## config.mk

```make
export PLATFORM = sky130hd
export DESIGN_NAME = hls_axi_run_ctrl
export DESIGN_NICKNAME = d
export VERILOG_FILES = /design/src/rtl/hls_axi_run_ctrl.sv
export SDC_FILE = /design/constraint.sdc
export NUM_CORES = 1
export LEC_CHECK = 0
export ABC_AREA = 1
export CAP_MARGIN = 10
export CORE_ASPECT_RATIO = 0.75
export CORE_MARGIN = 2
export CORE_UTILIZATION = 30
export CTS_CLUSTER_DIAMETER = 40
export DETAILED_ROUTE_END_ITERATION = 8
export GPL_ROUTABILITY_DRIVEN = 1
export PLACE_DENSITY_LB_ADDON = 0.25
export SETUP_SLACK_MARGIN = 0.3
export SLEW_MARGIN = 0
export SYNTH_ARGS = -nofsm -noshare
export SYNTH_HDL_FRONTEND = slang
export SYNTH_SLANG_ARGS = --single-unit
export TNS_END_PERCENT = 5
```

## constraint.sdc

```tcl
create_clock -name ap_clk -period 1.8 [get_ports ap_clk]
set_input_delay 0.27 -clock ap_clk [delete_from_list [all_inputs] [get_ports ap_clk]]
set_output_delay 0.27 -clock ap_clk [all_outputs]
set_load 0.01 [all_outputs]
```

## src/rtl/hls_axi_run_ctrl.sv

```systemverilog
`default_nettype none
// ============================================================================
//  Module   : hls_axi_run_ctrl
//  Purpose  : Run controller and AXI outstanding-burst limiter for one HLS
//             core with an AXI4 master port. Turns a valid/ready start
//             command into the ap_start/ap_ready/ap_done handshake. Caps
//             in-flight read and write bursts, and drains them before
//             reporting completion. Reports sticky response-error and
//             timeout status, plus the run length in cycles.
//  Ports    : ap_clk, ap_rst_n            clock, async active-low reset
//             cmd_valid/cmd_ready         start command
//             done_valid/done_ready       completion report
//             done_status[2:0]            {timeout, wr resp err, rd resp err}
//             done_cycles[CYC_W-1:0]      cycles from START entry to DONE entry
//             core_ap_*                   HLS block-level handshake
//             core_arvalid/core_arready   core AR handshake (gated)
//             m_axi_arvalid/m_axi_arready bus AR handshake (gated)
//             core_awvalid/core_awready   core AW handshake (gated)
//             m_axi_awvalid/m_axi_awready bus AW handshake (gated)
//             m_axi_r*, m_axi_b*          monitored response channels
//  Revision : 1.0  initial release
// ============================================================================
module hls_axi_run_ctrl #(
    parameter int MAX_RD_OUT = 4,
    parameter int MAX_WR_OUT = 4,
    parameter int CYC_W      = 32,
    parameter int TIMEOUT    = 0
) (
    input  logic             ap_clk,
    input  logic             ap_rst_n,
    input  logic             cmd_valid,
    output logic             cmd_ready,
    output logic             done_valid,
    input  logic             done_ready,
    output logic [2:0]       done_status,
    output logic [CYC_W-1:0] done_cycles,
    output logic             core_ap_start,
    input  logic             core_ap_ready,
    input  logic             core_ap_done,
    input  logic             core_arvalid,
    output logic             core_arready,
    output logic             m_axi_arvalid,
    input  logic             m_axi_arready,
    input  logic             core_awvalid,
    output logic             core_awready,
    output logic             m_axi_awvalid,
    input  logic             m_axi_awready,
    input  logic             m_axi_rvalid,
    input  logic             m_axi_rready,
    input  logic             m_axi_rlast,
    input  logic [1:0]       m_axi_rresp,
    input  logic             m_axi_bvalid,
    input  logic             m_axi_bready,
    input  logic [1:0]       m_axi_bresp
);

    localparam int RD_W = $clog2(MAX_RD_OUT + 1);
    localparam int WR_W = $clog2(MAX_WR_OUT + 1);
    localparam logic [RD_W-1:0]  RD_MAX = RD_W'(MAX_RD_OUT);
    localparam logic [WR_W-1:0]  WR_MAX = WR_W'(MAX_WR_OUT);
    // Timeout fires during the cycle whose count increment reaches TIMEOUT.
    localparam logic [CYC_W-1:0] TO_M1  = CYC_W'(TIMEOUT - 1);

    typedef enum logic [2:0] {
        S_IDLE  = 3'd0,
        S_START = 3'd1,
        S_RUN   = 3'd2,
        S_DRAIN = 3'd3,
        S_DONE  = 3'd4
    } state_t;

    state_t             state_q, state_d;
    logic [RD_W-1:0]    rd_out_q, rd_out_d;
    logic [WR_W-1:0]    wr_out_q, wr_out_d;
    logic [CYC_W-1:0]   cnt_q, cnt_d;
    logic [CYC_W-1:0]   done_cycles_q, done_cycles_d;
    logic [1:0]         err_q, err_d;
    logic [2:0]         done_status_q, done_status_d;

    logic               rd_room, wr_room;
    logic               ar_hs, aw_hs, r_last_hs, b_hs;
    logic [1:0]         new_err;
    logic               cmd_accept;
    logic               active;
    logic               to_hit;
    logic               enter_done;
    logic [CYC_W-1:0]   cnt_inc;

    // ---------------- address-channel gating (all states) ----------------
    assign rd_room       = (rd_out_q < RD_MAX);
    assign wr_room       = (wr_out_q < WR_MAX);
    assign m_axi_arvalid = core_arvalid  & rd_room;
    assign core_arready  = m_axi_arready & rd_room;
    assign m_axi_awvalid = core_awvalid  & wr_room;
    assign core_awready  = m_axi_awready & wr_room;

    assign ar_hs     = core_arvalid & m_axi_arready & rd_room;
    assign aw_hs     = core_awvalid & m_axi_awready & wr_room;
    assign r_last_hs = m_axi_rvalid & m_axi_rready & m_axi_rlast;
    assign b_hs      = m_axi_bvalid & m_axi_bready;

    // Error on any R beat, not just the last one.
    assign new_err[0] = m_axi_rvalid & m_axi_rready & (m_axi_rresp != 2'b00);
    assign new_err[1] = b_hs & (m_axi_bresp != 2'b00);

    // ---------------- outstanding counters ----------------
    always_comb begin
        rd_out_d = rd_out_q;
        if (ar_hs && !r_last_hs) begin
            rd_out_d = rd_out_q + RD_W'(1);
        end else if (!ar_hs && r_last_hs && (rd_out_q != '0)) begin
            rd_out_d = rd_out_q - RD_W'(1);
        end
    end

    always_comb begin
        wr_out_d = wr_out_q;
        if (aw_hs && !b_hs) begin
            wr_out_d = wr_out_q + WR_W'(1);
        end else if (!aw_hs && b_hs && (wr_out_q != '0)) begin
            wr_out_d = wr_out_q - WR_W'(1);
        end
    end

    // ---------------- status and run FSM ----------------
    assign cmd_ready  = (state_q == S_IDLE);
    assign cmd_accept = cmd_ready & cmd_valid;
    assign active     = (state_q == S_START) || (state_q == S_RUN) || (state_q == S_DRAIN);
    assign to_hit     = (TIMEOUT != 0) && active && (cnt_q == TO_M1);
    assign cnt_inc    = (cnt_q == '1) ? cnt_q : cnt_q + CYC_W'(1);

    // A response error arriving on the accept cycle belongs to the new run.
    assign err_d = cmd_accept ? new_err : (err_q | new_err);

    always_comb begin
        state_d       = state_q;
        cnt_d         = cnt_q;
        done_cycles_d = done_cycles_q;
        done_status_d = done_status_q;
        core_ap_start = 1'b0;
        done_valid    = 1'b0;
        enter_done    = 1'b0;

        case (state_q)
            S_IDLE: begin
                if (cmd_valid) begin
                    cnt_d   = '0;
                    state_d = S_START;
                end
            end
            S_START: begin
                cnt_d = cnt_inc;
                if (to_hit) begin
                    enter_done = 1'b1;
                end else begin
                    core_ap_start = 1'b1;
                    if (core_ap_ready) begin
                        state_d = core_ap_done ? S_DRAIN : S_RUN;
                    end
                end
            end
            S_RUN: begin
                cnt_d = cnt_inc;
                if (to_hit) begin
                    enter_done = 1'b1;
                end else if (core_ap_done) begin
                    state_d = S_DRAIN;
                end
            end
            S_DRAIN: begin
                cnt_d = cnt_inc;
                if (to_hit || ((rd_out_q == '0) && (wr_out_q == '0))) begin
                    enter_done = 1'b1;
                end
            end
            S_DONE: begin
                done_valid = 1'b1;
                if (done_ready) begin
                    state_d = S_IDLE;
                end
            end
            default: begin
                state_d = S_IDLE;
            end
        endcase

        // Snapshot is taken with this cycle's count and errors included.
        if (enter_done) begin
            state_d       = S_DONE;
            done_cycles_d = cnt_inc;
            done_status_d = {to_hit, err_d};
        end
    end

    always_ff @(posedge ap_clk or negedge ap_rst_n) begin
        if (!ap_rst_n) begin
            state_q       <= S_IDLE;
            rd_out_q      <= '0;
            wr_out_q      <= '0;
            cnt_q         <= '0;
            done_cycles_q <= '0;
            err_q         <= '0;
            done_status_q <= '0;
        end else begin
            state_q       <= state_d;
            rd_out_q      <= rd_out_d;
            wr_out_q      <= wr_out_d;
            cnt_q         <= cnt_d;
            done_cycles_q <= done_cycles_d;
            err_q         <= err_d;
            done_status_q <= done_status_d;
        end
    end

    assign done_status = done_status_q;
    assign done_cycles = done_cycles_q;

endmodule
`default_nettype wire

```

==> results of run 1 <==
## flip-flops by register name (all words and copies together), names as in the netlist
register	cells
cnt_q	32
done_cycles	32
done_status	2
err_q	2
rd_out_q	3
state_q	3
wr_out_q	3
## critical path, stage by stage (launching register included)
cell,delay (ns)
dfrtp_1,0.41
nor2_1,0.12
clkdlybuf4s50_1,0.55
## metal layers
metal	vias up	track usage, %	routed length [um]
li1	2113	-	-
met1	1942	26.75	6378
met2	112	25.90	5065
met3	13	3.425	763
met4	0	4.500	125
met5	-	0	0
## metrics by stage
step	cells	area, um2	setup slack (ns)
floorplan	623	4295	0.2392
global placement	876	5321	-0.08646
detailed placement	876	5321	-0.1051
CTS	899	5687	0.07661
global route	899	5742	0.02546
finish	899	5742	0.1015
## power by group
| group | switching, W | total (W) | internal, W |
|---|---|---|---|
| combinational | 0.00154 | 0.00267 | 0.00113 |
| clock | 0.000725 | 0.00191 | 0.00119 |
| sequential | 0.000442 | 0.00269 | 0.00225 |
| total | 0.00271 | 0.00728 | 0.00457 |
## synth_stat cells, types with 2 or more instances
master / count
dfrtp_1: 77
fa_1: 2
nand2_1: 297
buf_2: 7
clkbuf_1: 4
buf_6: 3
inv_1: 55
xnor2_1: 2
o21ai_1: 4
or2_2: 2
a31oi_1: 4
nand3_1: 51
nor2_4: 4
nor2_1: 68
nor3_1: 2
a21oi_1: 5
xor2_1: 4
nand2_4: 2
o21ai_0: 21
## path summary, 6_finish.rpt
kind                              from             to  slack, ns
max reg2reg                   cnt_q[0]      cnt_q[20]       0.13
min                           ap_rst_n      cnt_q[15]       0.41
max in group asynchronous     ap_rst_n      cnt_q[23]       0.84
min in group ap_clk           err_q[1]       err_q[1]       0.47
min reg2reg                   err_q[1]       err_q[1]       0.47
max                        rd_out_q[2]  m_axi_arvalid       0.10
## logic make-up (layout without fill, tap and decap cells)
group	Yosys count	count (layout)	synth area share (%)
and+or+nand+nor	428	428	40.57
DFF	77	77	45.15
buffers and inverters	72	173	7.241
AOI/OAI and AO/OA	36	36	4.485
xor gates and xnor gates	6	6	1.231
adders and majority gates	3	3	1.231
other	1	1	0.08787
## cell type report
cell class                      count  area (um2)
Clock inverter                      3       42.54
Sequential cell                    77        1931
Tap cell                          175       219.0
Multi-Input combinational cell    474        2122
Clock buffer                       13       270.3
Fill cell                        1418        8054
Timing Repair Buffer              101       944.7
Inverter                           56       212.7
## what timing repair did
action,in CTS,in global routing
cloned,0,0
pin swaps,3,2
hold endpoints to repair,26,0
hold buffers,1,0
setup buffers,6,0
endpoints found under the setup margin,102,111
resized for setup,18,18
==> results.txt, run 1 <==
Ports: 61
DP HPWL: 9.169 mm
Grt ovf: 0
Achievable Freq: 0.5888 GHz
Ys async rst share: 100.0%
Chip Height: 107.3 um
DR vias/cell: 4.650
Overall routed net length: 12.33 mm
RD Place Congestion: 0.9134
Antenna violations before repair: 0
First-pass GRT wire length: 21.03 mm
Fin crit share: 94.36%
Clk slew on worst S/H paths: 0.06 ns
Layout cell share with drive strength beyond 1: 13.26%
CP startpoint kind: register
Unrepaired setup endpoints after global routing: true
Slew Viols, Final: 0
Pwr dens: 1267 mW/mm2
Peak VDD IR: 0.0005586 V
Sink Count: 77
DRC errors left: 0
Post-layout minimum cycle time: 1.699 ns
Area contributors post-synth: dfrtp_1, nand2_1, nand3_1
Most common library cell in the layout ignoring fill and taps: nand2_1
DR WL/cell: 13.72 um
HP Class: in -> async
Crit path DAT: 1.43 ns
P&R area growth vs syn: 34.54%
Starting Density: 30.94%
Max H-tree Level: 3
Root Buffer: clkbuf_16
Post-DRT Antenna Nets: 0
Area of the mapped netlist: 0.004268 mm2
Tot Pwr: 0.007278 W
WP data required: 1.53 ns
Register area share after synthesis: 45.15%
Worst skew pair latency: 0.34 ns
Most frequent cells in the layout: nand2_1, dfrtp_1, inv_1, clkdlybuf4s50_1, nor2_1
Setup TNS: 0 ns
Outcome: complete, no violations
Netlist cell types: 28
Final setup fails: 0
1st-pass router iterations: 5
Top-area cell type share of the netlist area: 45.15%
Worst r2r path cells: 10
Synth Area per Inst: 6.850 um2
Hold violation count in the final report: 0
Slew margin rel.: 65.13%
Number of synthesized flops with an enable pin: 0
Max clock buf depth: 2
Synth Register Bits: 77
Num CTS Buffers: 9
Worst Skew: 0.005192 ns
Leakage: 2.765 nW
Mapped Nets: 645
Post-layout utilization of the core: 41.62%
Die W: 141.7 um
Number of port buffers: 59
Top_reg_cell synth: dfrtp_1
TritonCTS clock tree: done
Crit Path Class: reg -> out
Core box area: 0.01380 mm2
Leading area contributor after synthesis: dfrtp_1
Die area: 0.01521 mm2
Number of antenna diodes: 0
Largest net degree at the start of global routing: 40
Total GRT Usage: 17.72%
MaxCap Viol Count: 0
Yosys warns: 0
Worst hold slack: 0.4138 ns
Slew @ Worst Pin: 0.5224 ns
Vias in the first global route: 4094
DR vias: 4180
Row count: 37
Final #Nets: 741
Max FO, Critical Path: 4
Syn Inst Count: 623
Crit end category: output port
Initial DRC count: 404
(Power assumes the default switching activity.)
==> run 2: changes to the inputs <==
--- a/config.mk
+++ b/config.mk
@@ -6,7 +6,7 @@
 export NUM_CORES = 1
 export LEC_CHECK = 0
 export ABC_AREA = 1
-export CAP_MARGIN = 10
+export CAP_MARGIN = 20
 export CORE_ASPECT_RATIO = 0.75
 export CORE_MARGIN = 2
 export CORE_UTILIZATION = 30
@@ -14,6 +14,7 @@
 export DETAILED_ROUTE_END_ITERATION = 8
 export GPL_ROUTABILITY_DRIVEN = 1
 export PLACE_DENSITY_LB_ADDON = 0.25
+export REMOVE_ABC_BUFFERS = 1
 export SETUP_SLACK_MARGIN = 0.3
 export SLEW_MARGIN = 0
 export SYNTH_ARGS = -nofsm -noshare
==> run 2 against run 1 <==
  * Non-clock buffer count fell by 8
  * Global-route usage is 1.0 points lower
  * Die area is the same
  * Core utilization rose by 1.3 points
  * Final area rose by 3.1%
  * First-iteration DRC count down 30%
  * Clock power increased by 19%
  * Setup slack gained 0.033 ns
  * Critical path type is now reg -> reg
==> results.txt, run 2 (synthesis results as in run 1) <==
Antenna violations before repair: 0 (unchanged)
Row count: 37 (unchanged)
Area of the multi-input gates: 0.002307 mm2 (+8.7%)
Worst Skew: 0.009747 ns (+0.004555 ns)
Fraction of power spent switching nets: 35.54% (-1.7 points)
Num CTS Buffers: 9 (unchanged)
Peak VDD IR: 0.0005516 V (-1.2%)
WP data required: 2.01 ns (+0.48 ns)
Switching power total: 0.002701 W (-0.38%)
Core box area: 0.01380 mm2 (unchanged)
Number of port buffers: 59 (unchanged)
MaxCap Viol Count: 0 (unchanged)
Combinational fraction of design power: 34.6% (-2.2 points)
Overall routed net length: 12.10 mm (-1.9%)
Critical path origin: cnt_q[1]
Hold violation count in the final report: 0 (unchanged)
Die W: 141.7 um (unchanged)
RD Place Congestion: 0.9129 (about the same)
Ports: 61 (unchanged)
Post-DRT Antenna Nets: 0 (unchanged)
Tot Pwr: 0.007598 W (+4.4%)
Fill cells: 1384 (-2.4%)
Post-layout minimum cycle time: 1.665 ns (-0.03337 ns)
Worst setup endpoint: cnt_q[0]
Number of antenna diodes: 0 (unchanged)
DR vias/cell: 4.654 (+0.10%)
TritonCTS clock tree: done
Pwr dens: 1284 mW/mm2 (+1.3%)
Achievable Freq: 0.6006 GHz (+2.0%)
Sequential cell area: 0.001928 mm2 (-0.13%)
Crit Path Class: reg -> reg
Crit end category: register
R2R Path End: cnt_q[0]
CP startpoint kind: register
Starting Density: 30.94% (unchanged)
Total GRT Usage: 16.69% (-1.0 points)
HP Class: in -> async
Die area: 0.01521 mm2 (unchanged)
Int Pwr: 0.004898 W (+7.2%)
Crit path DAT: 1.87 ns (+0.44 ns)
Layout cell share with drive strength beyond 1: 16.13% (+2.9 points)
DP HPWL: 8.536 mm (-6.9%)
Chip Height: 107.3 um (unchanged)
Max FO, Critical Path: 5 (+1)
Most frequent cells in the layout: nand2_1, dfrtp_1, inv_1, nor2_1, clkdlybuf4s50_1
First-pass GRT wire length: 20.02 mm (-4.8%)
Root Buffer: clkbuf_16
Flop pwr share: 35.5% (-1.5 points)
Final Instance Count excl. Fillers: 894 (-0.56%)
Setup slack, reg-to-reg: 0.13 ns (about the same)
DR vias: 4161 (-0.45%)
Slew Viols, Final: 0 (unchanged)
Reg-to-reg startpoint: cnt_q[1]
Power share of the clock group: 29.9% (+3.6 points)
Worst r2r path cells: 11 (+1)
Most common library cell in the layout ignoring fill and taps: nand2_1
Final setup fails: 0 (unchanged)
Clk slew on worst S/H paths: 0.06 ns (about the same)
Max H-tree Level: 3 (unchanged)
Fin crit share: 92.51% (-1.9 points)
Max clock buf depth: 2 (unchanged)
P&R area growth vs syn: 38.70%
Unrepaired setup endpoints after global routing: true
1st-pass router iterations: 4 (-1)
Initial DRC count: 283 (-30%)
Sink Count: 77 (unchanged)
Vias in the first global route: 4130 (+0.88%)
Outcome: complete, no violations
DRC errors left: 0 (unchanged)
DR WL/cell: 13.53 um (-1.4%)
Grt ovf: 0 (unchanged)
Final #Nets: 736 (-0.67%)
Worst skew pair latency: 0.35 ns (about the same)
Post-layout utilization of the core: 42.91% (+1.3 points)
Leakage: 2.938 nW (+6.2%)
Largest net degree at the start of global routing: 44 (+10%)
Placed insts: 867 (-1.0%)
==> run 2: worst min path at each step <==
stage | to | slack, ns | depth (start not counted)
after global placement | done_cycles[30] | 0.14 | 1
after global routing | done_cycles[30] | 0.33 | 2
final | done_cycles[30] | 0.31 | 2
after detailed placement | done_cycles[30] | 0.14 | 1
after floorplan | cnt_q[0] | -0.03 | 0
after CTS | done_cycles[30] | 0.32 | 2
==> run 2: power groups by stage <==
stage               Sequential, W  Combinational [W]  Clock, W
floorplan                 0.00271            0.00132         0
global placement          0.00270            0.00235         0
detailed placement        0.00272            0.00243         0
CTS                       0.00269            0.00249   0.00231
global route              0.00277            0.00301   0.00238
finish                    0.00270            0.00263   0.00227
==> run 2: per-layer routing <==
layer  wire [um]  track usage, %  up-vias
li1            -               -     2105
met1        5930           23.58     1933
met2        5265           25.38      102
met3         677           3.737       21
met4         223           5.500        0
met5           0               0        -
==> run 2: worst max-delay path, stage by stage, from the launching register on <==
cell and delay (ns):
dfrtp_1 0.41, ha_2 0.22, inv_2 0.05, nor2_4 0.11
nand2_4 0.09, nor2_4 0.17, buf_12 0.16, nand2_8 0.08
nand2_2 0.07, nand2_2 0.05, nand2_1 0.05, o21ai_0 0.08
==> run 2: cell type report <==
class	instances	share of cell area [%]
clock buffers	10	4.037
clock inverters	6	2.262
well taps	175	3.699
multi-input cells	477	38.98
flip-flops and latches	77	32.57
inverters	56	3.551
repair buffers	93	14.90
==> run 2: through the flow <==
step           cell area (um2)   TNS, ns  setup slack (ns)  hold WS [ns]
2_1_floorplan             4169    -2.676           -0.1323      -0.02559
3_3_place_gp              5184   -0.2812           -0.1585        0.1377
3_5_place_dp              5184   -0.5153           -0.1886        0.1389
4_1_cts                   5714         0           0.04101        0.3190
5_1_grt                   5919  -0.01259          -0.01259        0.3326
6_report                  5919         0            0.1349        0.3142
==> run 2: repair_timing <==
item / in CTS / in global routing
setup buffers: 7 / 0
resized for setup: 24 / 56
hold buffers: 1 / 0
hold endpoints to repair: 12 / 0
setup endpoints to repair: 105 / 110
gates cloned: 3 / 0
pin swaps: 8 / 16
==> run 3: changes to the inputs <==
--- a/config.mk
+++ b/config.mk
@@ -6,7 +6,7 @@
 export NUM_CORES = 1
 export LEC_CHECK = 0
 export ABC_AREA = 1
-export CAP_MARGIN = 20
+export ABC_CLOCK_PERIOD_IN_PS = 1800
 export CORE_ASPECT_RATIO = 0.75
 export CORE_MARGIN = 2
 export CORE_UTILIZATION = 30
==> results of run 3 <==
Same layout as run 2: the final DEF is identical, and so are final timing and power.
